==> config.mk <==
export PLATFORM = sky130hd
export DESIGN_NAME = mem_responder_flat
export DESIGN_NICKNAME = d
export VERILOG_FILES = /design/src/rtl/mem_responder_if.sv /design/src/rtl/mem_responder.sv /design/src/flat_wrapper.sv
export SDC_FILE = /design/constraint.sdc
export NUM_CORES = 1
export LEC_CHECK = 0
export ABC_AREA = 1
export CAP_MARGIN = 20
export CORE_MARGIN = 2
export CORE_UTILIZATION = 47
export CTS_BUF_LIST = sky130_fd_sc_hd__clkbuf_4 sky130_fd_sc_hd__clkbuf_8
export CTS_CLUSTER_DIAMETER = 30
export DETAILED_ROUTE_END_ITERATION = 7
export GPL_ROUTABILITY_DRIVEN = 0
export PLACE_DENSITY = 0.9
export SLEW_MARGIN = 20
export SYNTH_ARGS = -nofsm -noshare
export SYNTH_HDL_FRONTEND = slang
export SYNTH_SLANG_ARGS = --single-unit
export TNS_END_PERCENT = 30
==> constraint.sdc <==
create_clock -name CLK -period 7.3 [get_ports CLK]
set_input_delay 1.46 -clock CLK [delete_from_list [all_inputs] [get_ports CLK]]
set_output_delay 1.46 -clock CLK [all_outputs]
set_load 0.05 [all_outputs]
==> src/rtl/mem_responder_if.sv <==
// Bus bundle between the datapath, the memory responder and the RAM model.
// The slave modport is the responder's view; master is the datapath/RAM side.
interface mem_responder_if #(
  parameter int ADDR_W = 32,
  parameter int DATA_W = 32
);
  // datapath instruction port
  logic              imemREN;
  logic [ADDR_W-1:0] imemaddr;
  logic              ihit;
  logic [DATA_W-1:0] imemload;
  // datapath data port
  logic              dmemREN;
  logic              dmemWEN;
  logic [ADDR_W-1:0] dmemaddr;
  logic [DATA_W-1:0] dmemstore;
  logic              dhit;
  logic [DATA_W-1:0] dmemload;
  logic              halt;
  // RAM side
  logic              ramREN;
  logic              ramWEN;
  logic [ADDR_W-1:0] ramaddr;
  logic [DATA_W-1:0] ramstore;
  logic [DATA_W-1:0] ramload;
  logic [1:0]        ramstate;
  logic              mem_err;

  modport slave (
    input  imemREN, imemaddr, dmemREN, dmemWEN, dmemaddr, dmemstore, halt,
           ramload, ramstate,
    output ihit, imemload, dhit, dmemload,
           ramREN, ramWEN, ramaddr, ramstore, mem_err
  );

  modport master (
    output imemREN, imemaddr, dmemREN, dmemWEN, dmemaddr, dmemstore, halt,
           ramload, ramstate,
    input  ihit, imemload, dhit, dmemload,
           ramREN, ramWEN, ramaddr, ramstore, mem_err
  );
endinterface

==> src/rtl/mem_responder.sv <==
// Arbitrates datapath fetch and data requests onto a single-ported RAM and
// returns one-cycle hit pulses; data has priority, with timeout and sticky error.
module mem_responder #(
  parameter int TIMEOUT_CYCLES = 255,
  parameter int ADDR_W         = 32,
  parameter int DATA_W         = 32
) (
  input  logic            CLK,
  input  logic            RST,
  mem_responder_if.slave  bus
);

  localparam logic [1:0] IDLE = 2'd0;
  localparam logic [1:0] DREQ = 2'd1;
  localparam logic [1:0] IREQ = 2'd2;
  localparam logic [1:0] DONE = 2'd3;

  localparam logic [1:0] RS_ACCESS = 2'b10;
  localparam logic [1:0] RS_ERROR  = 2'b11;

  localparam logic [7:0] TMO_LAST = 8'(TIMEOUT_CYCLES - 1);

  logic [1:0]        state_reg,    state_next;
  logic [7:0]        tmo_cnt_reg,  tmo_cnt_next;
  logic              ren_reg,      ren_next;
  logic              wen_reg,      wen_next;
  logic [ADDR_W-1:0] ramaddr_reg,  ramaddr_next;
  logic [DATA_W-1:0] ramstore_reg, ramstore_next;
  logic              ihit_reg,     ihit_next;
  logic              dhit_reg,     dhit_next;
  logic [DATA_W-1:0] imemload_reg, imemload_next;
  logic [DATA_W-1:0] dmemload_reg, dmemload_next;
  logic              mem_err_reg,  mem_err_next;

  logic d_req;
  logic still_req;

  assign d_req = bus.dmemREN | bus.dmemWEN;
  // The originating request must still be present when ACCESS arrives,
  // otherwise the datapath has moved on and the result is discarded.
  assign still_req = (state_reg == DREQ) ? d_req : bus.imemREN;

  always_comb begin
    state_next    = state_reg;
    tmo_cnt_next  = tmo_cnt_reg;
    ren_next      = ren_reg;
    wen_next      = wen_reg;
    ramaddr_next  = ramaddr_reg;
    ramstore_next = ramstore_reg;
    ihit_next     = 1'b0;
    dhit_next     = 1'b0;
    imemload_next = imemload_reg;
    dmemload_next = dmemload_reg;
    mem_err_next  = mem_err_reg;

    case (state_reg)
      IDLE: begin
        tmo_cnt_next = '0;
        if (d_req) begin
          ramaddr_next  = {bus.dmemaddr[ADDR_W-1:2], 2'b00};
          ramstore_next = bus.dmemstore;
          ren_next      = ~bus.dmemWEN;
          wen_next      = bus.dmemWEN;
          if ((bus.dmemREN && bus.dmemWEN) || (bus.dmemaddr[1:0] != 2'b00))
            mem_err_next = 1'b1;
          state_next = DREQ;
        end else if (bus.imemREN && !bus.halt) begin
          ramaddr_next = {bus.imemaddr[ADDR_W-1:2], 2'b00};
          ren_next     = 1'b1;
          wen_next     = 1'b0;
          if (bus.imemaddr[1:0] != 2'b00)
            mem_err_next = 1'b1;
          state_next = IREQ;
        end
      end

      DREQ, IREQ: begin
        tmo_cnt_next = tmo_cnt_reg + 8'd1;
        if (bus.ramstate == RS_ACCESS) begin
          ren_next   = 1'b0;
          wen_next   = 1'b0;
          state_next = DONE;
          if (still_req) begin
            if (state_reg == DREQ) begin
              dhit_next = 1'b1;
              if (!wen_reg)
                dmemload_next = bus.ramload;
            end else begin
              ihit_next     = 1'b1;
              imemload_next = bus.ramload;
            end
          end
        end else if ((bus.ramstate == RS_ERROR) || (tmo_cnt_reg == TMO_LAST)) begin
          ren_next     = 1'b0;
          wen_next     = 1'b0;
          mem_err_next = 1'b1;
          state_next   = DONE;
        end
      end

      // Turnaround cycle: gives the datapath one cycle to retire its request.
      DONE: begin
        tmo_cnt_next = '0;
        state_next   = IDLE;
      end

      default: state_next = IDLE;
    endcase
  end

  always_ff @(posedge CLK or posedge RST) begin
    if (RST) begin
      state_reg    <= IDLE;
      tmo_cnt_reg  <= '0;
      ren_reg      <= 1'b0;
      wen_reg      <= 1'b0;
      ramaddr_reg  <= '0;
      ramstore_reg <= '0;
      ihit_reg     <= 1'b0;
      dhit_reg     <= 1'b0;
      imemload_reg <= '0;
      dmemload_reg <= '0;
      mem_err_reg  <= 1'b0;
    end else begin
      state_reg    <= state_next;
      tmo_cnt_reg  <= tmo_cnt_next;
      ren_reg      <= ren_next;
      wen_reg      <= wen_next;
      ramaddr_reg  <= ramaddr_next;
      ramstore_reg <= ramstore_next;
      ihit_reg     <= ihit_next;
      dhit_reg     <= dhit_next;
      imemload_reg <= imemload_next;
      dmemload_reg <= dmemload_next;
      mem_err_reg  <= mem_err_next;
    end
  end

  assign bus.ramREN   = ren_reg;
  assign bus.ramWEN   = wen_reg;
  assign bus.ramaddr  = ramaddr_reg;
  assign bus.ramstore = ramstore_reg;
  assign bus.ihit     = ihit_reg;
  assign bus.dhit     = dhit_reg;
  assign bus.imemload = imemload_reg;
  assign bus.dmemload = dmemload_reg;
  assign bus.mem_err  = mem_err_reg;

endmodule

==> src/flat_wrapper.sv <==
// flat-port wrapper written by rule: the top's interface ports become plain ports
module mem_responder_flat 
#(
  parameter int TIMEOUT_CYCLES = 255,
  parameter int ADDR_W         = 32,
  parameter int DATA_W         = 32
)
  (CLK, RST, bus_imemREN, bus_imemaddr, bus_dmemREN, bus_dmemWEN, bus_dmemaddr, bus_dmemstore, bus_halt, bus_ramload, bus_ramstate, bus_ihit, bus_imemload, bus_dhit, bus_dmemload, bus_ramREN, bus_ramWEN, bus_ramaddr, bus_ramstore, bus_mem_err);
  mem_responder_if #(.ADDR_W(ADDR_W), .DATA_W(DATA_W)) bus_i ();
  input  logic CLK;
  input  logic RST;
  input wire logic [$bits(bus_i.imemREN)-1:0] bus_imemREN;
  input wire logic [$bits(bus_i.imemaddr)-1:0] bus_imemaddr;
  input wire logic [$bits(bus_i.dmemREN)-1:0] bus_dmemREN;
  input wire logic [$bits(bus_i.dmemWEN)-1:0] bus_dmemWEN;
  input wire logic [$bits(bus_i.dmemaddr)-1:0] bus_dmemaddr;
  input wire logic [$bits(bus_i.dmemstore)-1:0] bus_dmemstore;
  input wire logic [$bits(bus_i.halt)-1:0] bus_halt;
  input wire logic [$bits(bus_i.ramload)-1:0] bus_ramload;
  input wire logic [$bits(bus_i.ramstate)-1:0] bus_ramstate;
  output wire logic [$bits(bus_i.ihit)-1:0] bus_ihit;
  output wire logic [$bits(bus_i.imemload)-1:0] bus_imemload;
  output wire logic [$bits(bus_i.dhit)-1:0] bus_dhit;
  output wire logic [$bits(bus_i.dmemload)-1:0] bus_dmemload;
  output wire logic [$bits(bus_i.ramREN)-1:0] bus_ramREN;
  output wire logic [$bits(bus_i.ramWEN)-1:0] bus_ramWEN;
  output wire logic [$bits(bus_i.ramaddr)-1:0] bus_ramaddr;
  output wire logic [$bits(bus_i.ramstore)-1:0] bus_ramstore;
  output wire logic [$bits(bus_i.mem_err)-1:0] bus_mem_err;
  assign bus_i.imemREN = bus_imemREN;
  assign bus_i.imemaddr = bus_imemaddr;
  assign bus_i.dmemREN = bus_dmemREN;
  assign bus_i.dmemWEN = bus_dmemWEN;
  assign bus_i.dmemaddr = bus_dmemaddr;
  assign bus_i.dmemstore = bus_dmemstore;
  assign bus_i.halt = bus_halt;
  assign bus_i.ramload = bus_ramload;
  assign bus_i.ramstate = bus_ramstate;
  assign bus_ihit = bus_i.ihit;
  assign bus_imemload = bus_i.imemload;
  assign bus_dhit = bus_i.dhit;
  assign bus_dmemload = bus_i.dmemload;
  assign bus_ramREN = bus_i.ramREN;
  assign bus_ramWEN = bus_i.ramWEN;
  assign bus_ramaddr = bus_i.ramaddr;
  assign bus_ramstore = bus_i.ramstore;
  assign bus_mem_err = bus_i.mem_err;
  mem_responder #(.TIMEOUT_CYCLES(TIMEOUT_CYCLES), .ADDR_W(ADDR_W), .DATA_W(DATA_W)) u_core (.CLK(CLK), .RST(RST), .bus(bus_i));
endmodule
==> results.tsv <==
metric	value	unit
status	finished, final reports clean	
fillers	915	
cts_buffers	17	
htreeDepth	4	
drive_gt1_frac	0.118	
drc	0	
die_h	120	um
wl_per_cell	14.6	um
drv_slew	0	
placed_area	8980	um2
clk_latency	0.43	ns
hold_ws	0.467	ns
setup_viol	0	
arrival	4.21	ns
cts.clk_slew.worst_paths	0.07	ns
avgViaCountPerCell	4.76	
topRoutingLayerUsed	met4	
dieArea	14400	um2
setup_tns	0	ns
max_slew.worst_pin.slew	0.947	ns
fp-row-count	42	
fp.dieW	120	um
worstSetupStartpointType	input pin	
path_max_fanout	37	
hold_buffers	0	
syn_inst	646	
cts_resized	0	
wl_met1	6.24	mm
diodes	0	
reg2reg_slack	4.73	ns
drtIter0Drc	298	
power_leakage	4.46	nW
rsz0062_at_grt	no	
grt_util_all_layers	0.227	
synth_cell_type_count	28	
fmax	257	MHz
critical_path_class	input pin to flip-flop	
synth_area_leader_cell	dfrtp_1	
ir_drop	0.000186	V
nets	1047	
drv_cap	0	
place_hpwl	11.7	mm
vias	5205	
power_density	482	nW/um2
relSlewSlack	0.368	
core	13200	um2
netlist_area	6310	um2
fin_skew	0.00684	ns
hp-class	flip-flop to flip-flop	
grt_pass1_wl	25.6	mm
required	7.62	ns
grt_pass1_vias	5123	
start_util	0.479	
grt_start_max_net_pins	79	
post-route-min-period	3.89	ns
cts_buffer_depth	2	
cts_sinks	141	
synth_warnings	0	
ys_seq_area_frac	0.559	
endpoint_kind	flip-flop	
io_buffers	266	
wl_met2	8.18	mm
postSynthAreaPerCell	9.77	um2
final_area	9410	um2
antenna_found_initial	0	
drt_wl_total	16.0	mm
ant_nets	0	
drt_pass1_iterations	5	
io-pin-count	269	
finalHoldViolCount	0	
cts_setup_buffers	0	
hold_depth	2	
layout.cells.non_filler	1093	
yosys.area.top_type_share	0.559	
min_period_over_period	0.532	
numPlacedInstances	1061	
dr_wl_met3	1.05	mm
ys_seq_elements	141	
synth_area_leaders	dfrtp_1, nand2_1, mux2_4	
overflow	0	
area_delta_synth_final	49.0	%
worstRegToRegCells	7	
cts_tree	built	
root_buffer	clkbuf_8	
-- area by class of cell --
class                   count  area, um2  share of cell area
clock buffers              22        290              0.0308
clock inverters            10        136              0.0145
inverters                  79        302              0.0320
multi-input cells         397       2260               0.240
flip-flops and latches    141       3530               0.375
well taps                 176        220              0.0234
repair buffers            268       2680               0.285
-- synth_stat cells --
cell type / instances
nand2_1: 206
dfrtp_1: 141
inv_1: 77
o21ai_1: 35
o21ai_0: 34
o21ai_2: 32
mux2_4: 30
nor2_1: 23
buf_2: 12
buf_6: 9
ha_1: 7
nand3_1: 7
a21oi_1: 6
buf_4: 4
buf_8: 3
clkbuf_1: 2
inv_2: 2
mux2_2: 2
nand3_4: 2
nand4_1: 2
nor2_4: 2
nor3_1: 2
a21oi_2: 1
conb_1: 1
nand2_4: 1
o21a_1: 1
o21ai_4: 1
or2_1: 1
-- per-stage QoR --
step	worst slack (ns)	util	power (mW)
after floorplan	2.06	-	3.05
after global placement	3.01	0.681	3.83
after detailed placement	2.92	0.681	3.90
after CTS	3.40	0.713	4.57
after global routing	3.23	0.713	4.76
final	3.41	0.713	4.54
-- layer usage --
layer  vias up  global-route usage
li1       2530                   -
met1      2445               0.265
met2       194               0.390
met3        36              0.0637
met4         0               0.101
met5         -                   0
-- critical path, cell delays in order --
cell and delay, ns:
clkdlybuf4s50_1 0.50, nor2_4 0.72, inv_2 0.49, nand2_4 0.60
mux2_2 0.40
-- cells in the final DEF, fill, tap and decap left out, drive strengths merged --
master | Yosys | routed
a21oi | 7 | 7
buf | 28 | 2
bufinv | 0 | 3
clkbuf | 2 | 22
clkdlybuf4s50 | 0 | 266
clkinv | 0 | 3
clkinvlp | 0 | 3
conb | 1 | 2
dfrtp | 141 | 141
ha | 7 | 7
inv | 79 | 80
mux2 | 32 | 32
nand2 | 207 | 207
nand3 | 9 | 9
nand4 | 2 | 2
nor2 | 25 | 25
nor3 | 2 | 2
o21a | 1 | 1
o21ai | 102 | 102
or2 | 1 | 1
-- final timing paths --
path / startpoint / endpoint
worst min register to register: u_core.bus.mem_err / u_core.bus.mem_err
worst max-delay path: bus_dmemWEN / u_core.bus.ramstore[30]
worst max register to register: u_core.state_reg[0] / u_core.bus.dmemload[17]
worst min-delay path: u_core.bus.mem_err / u_core.bus.mem_err
max in group asynchronous: RST / u_core.bus.ramstore[3]
min in group asynchronous: RST / u_core.bus.ramstore[9]
-- power by group --
group / switching, mW / internal (mW) / total, mW
Clock: 0.289 / 0.372 / 0.661
Sequential: 0.189 / 1.11 / 1.29
Combinational: 1.67 / 0.914 / 2.58
-- cells by family (layout without fill, tap and decap cells) --
group           count (synthesis)  after routing  synth area share
mux                            32             32            0.0749
buf+inv                       109            379            0.0856
other cells                     1              2          0.000594
fa+ha+maj                       7              7            0.0139
simple gates                  246            246             0.157
flops                         141            141             0.559
compound gates                110            110             0.109
Power figures use the tool's default switching activity.
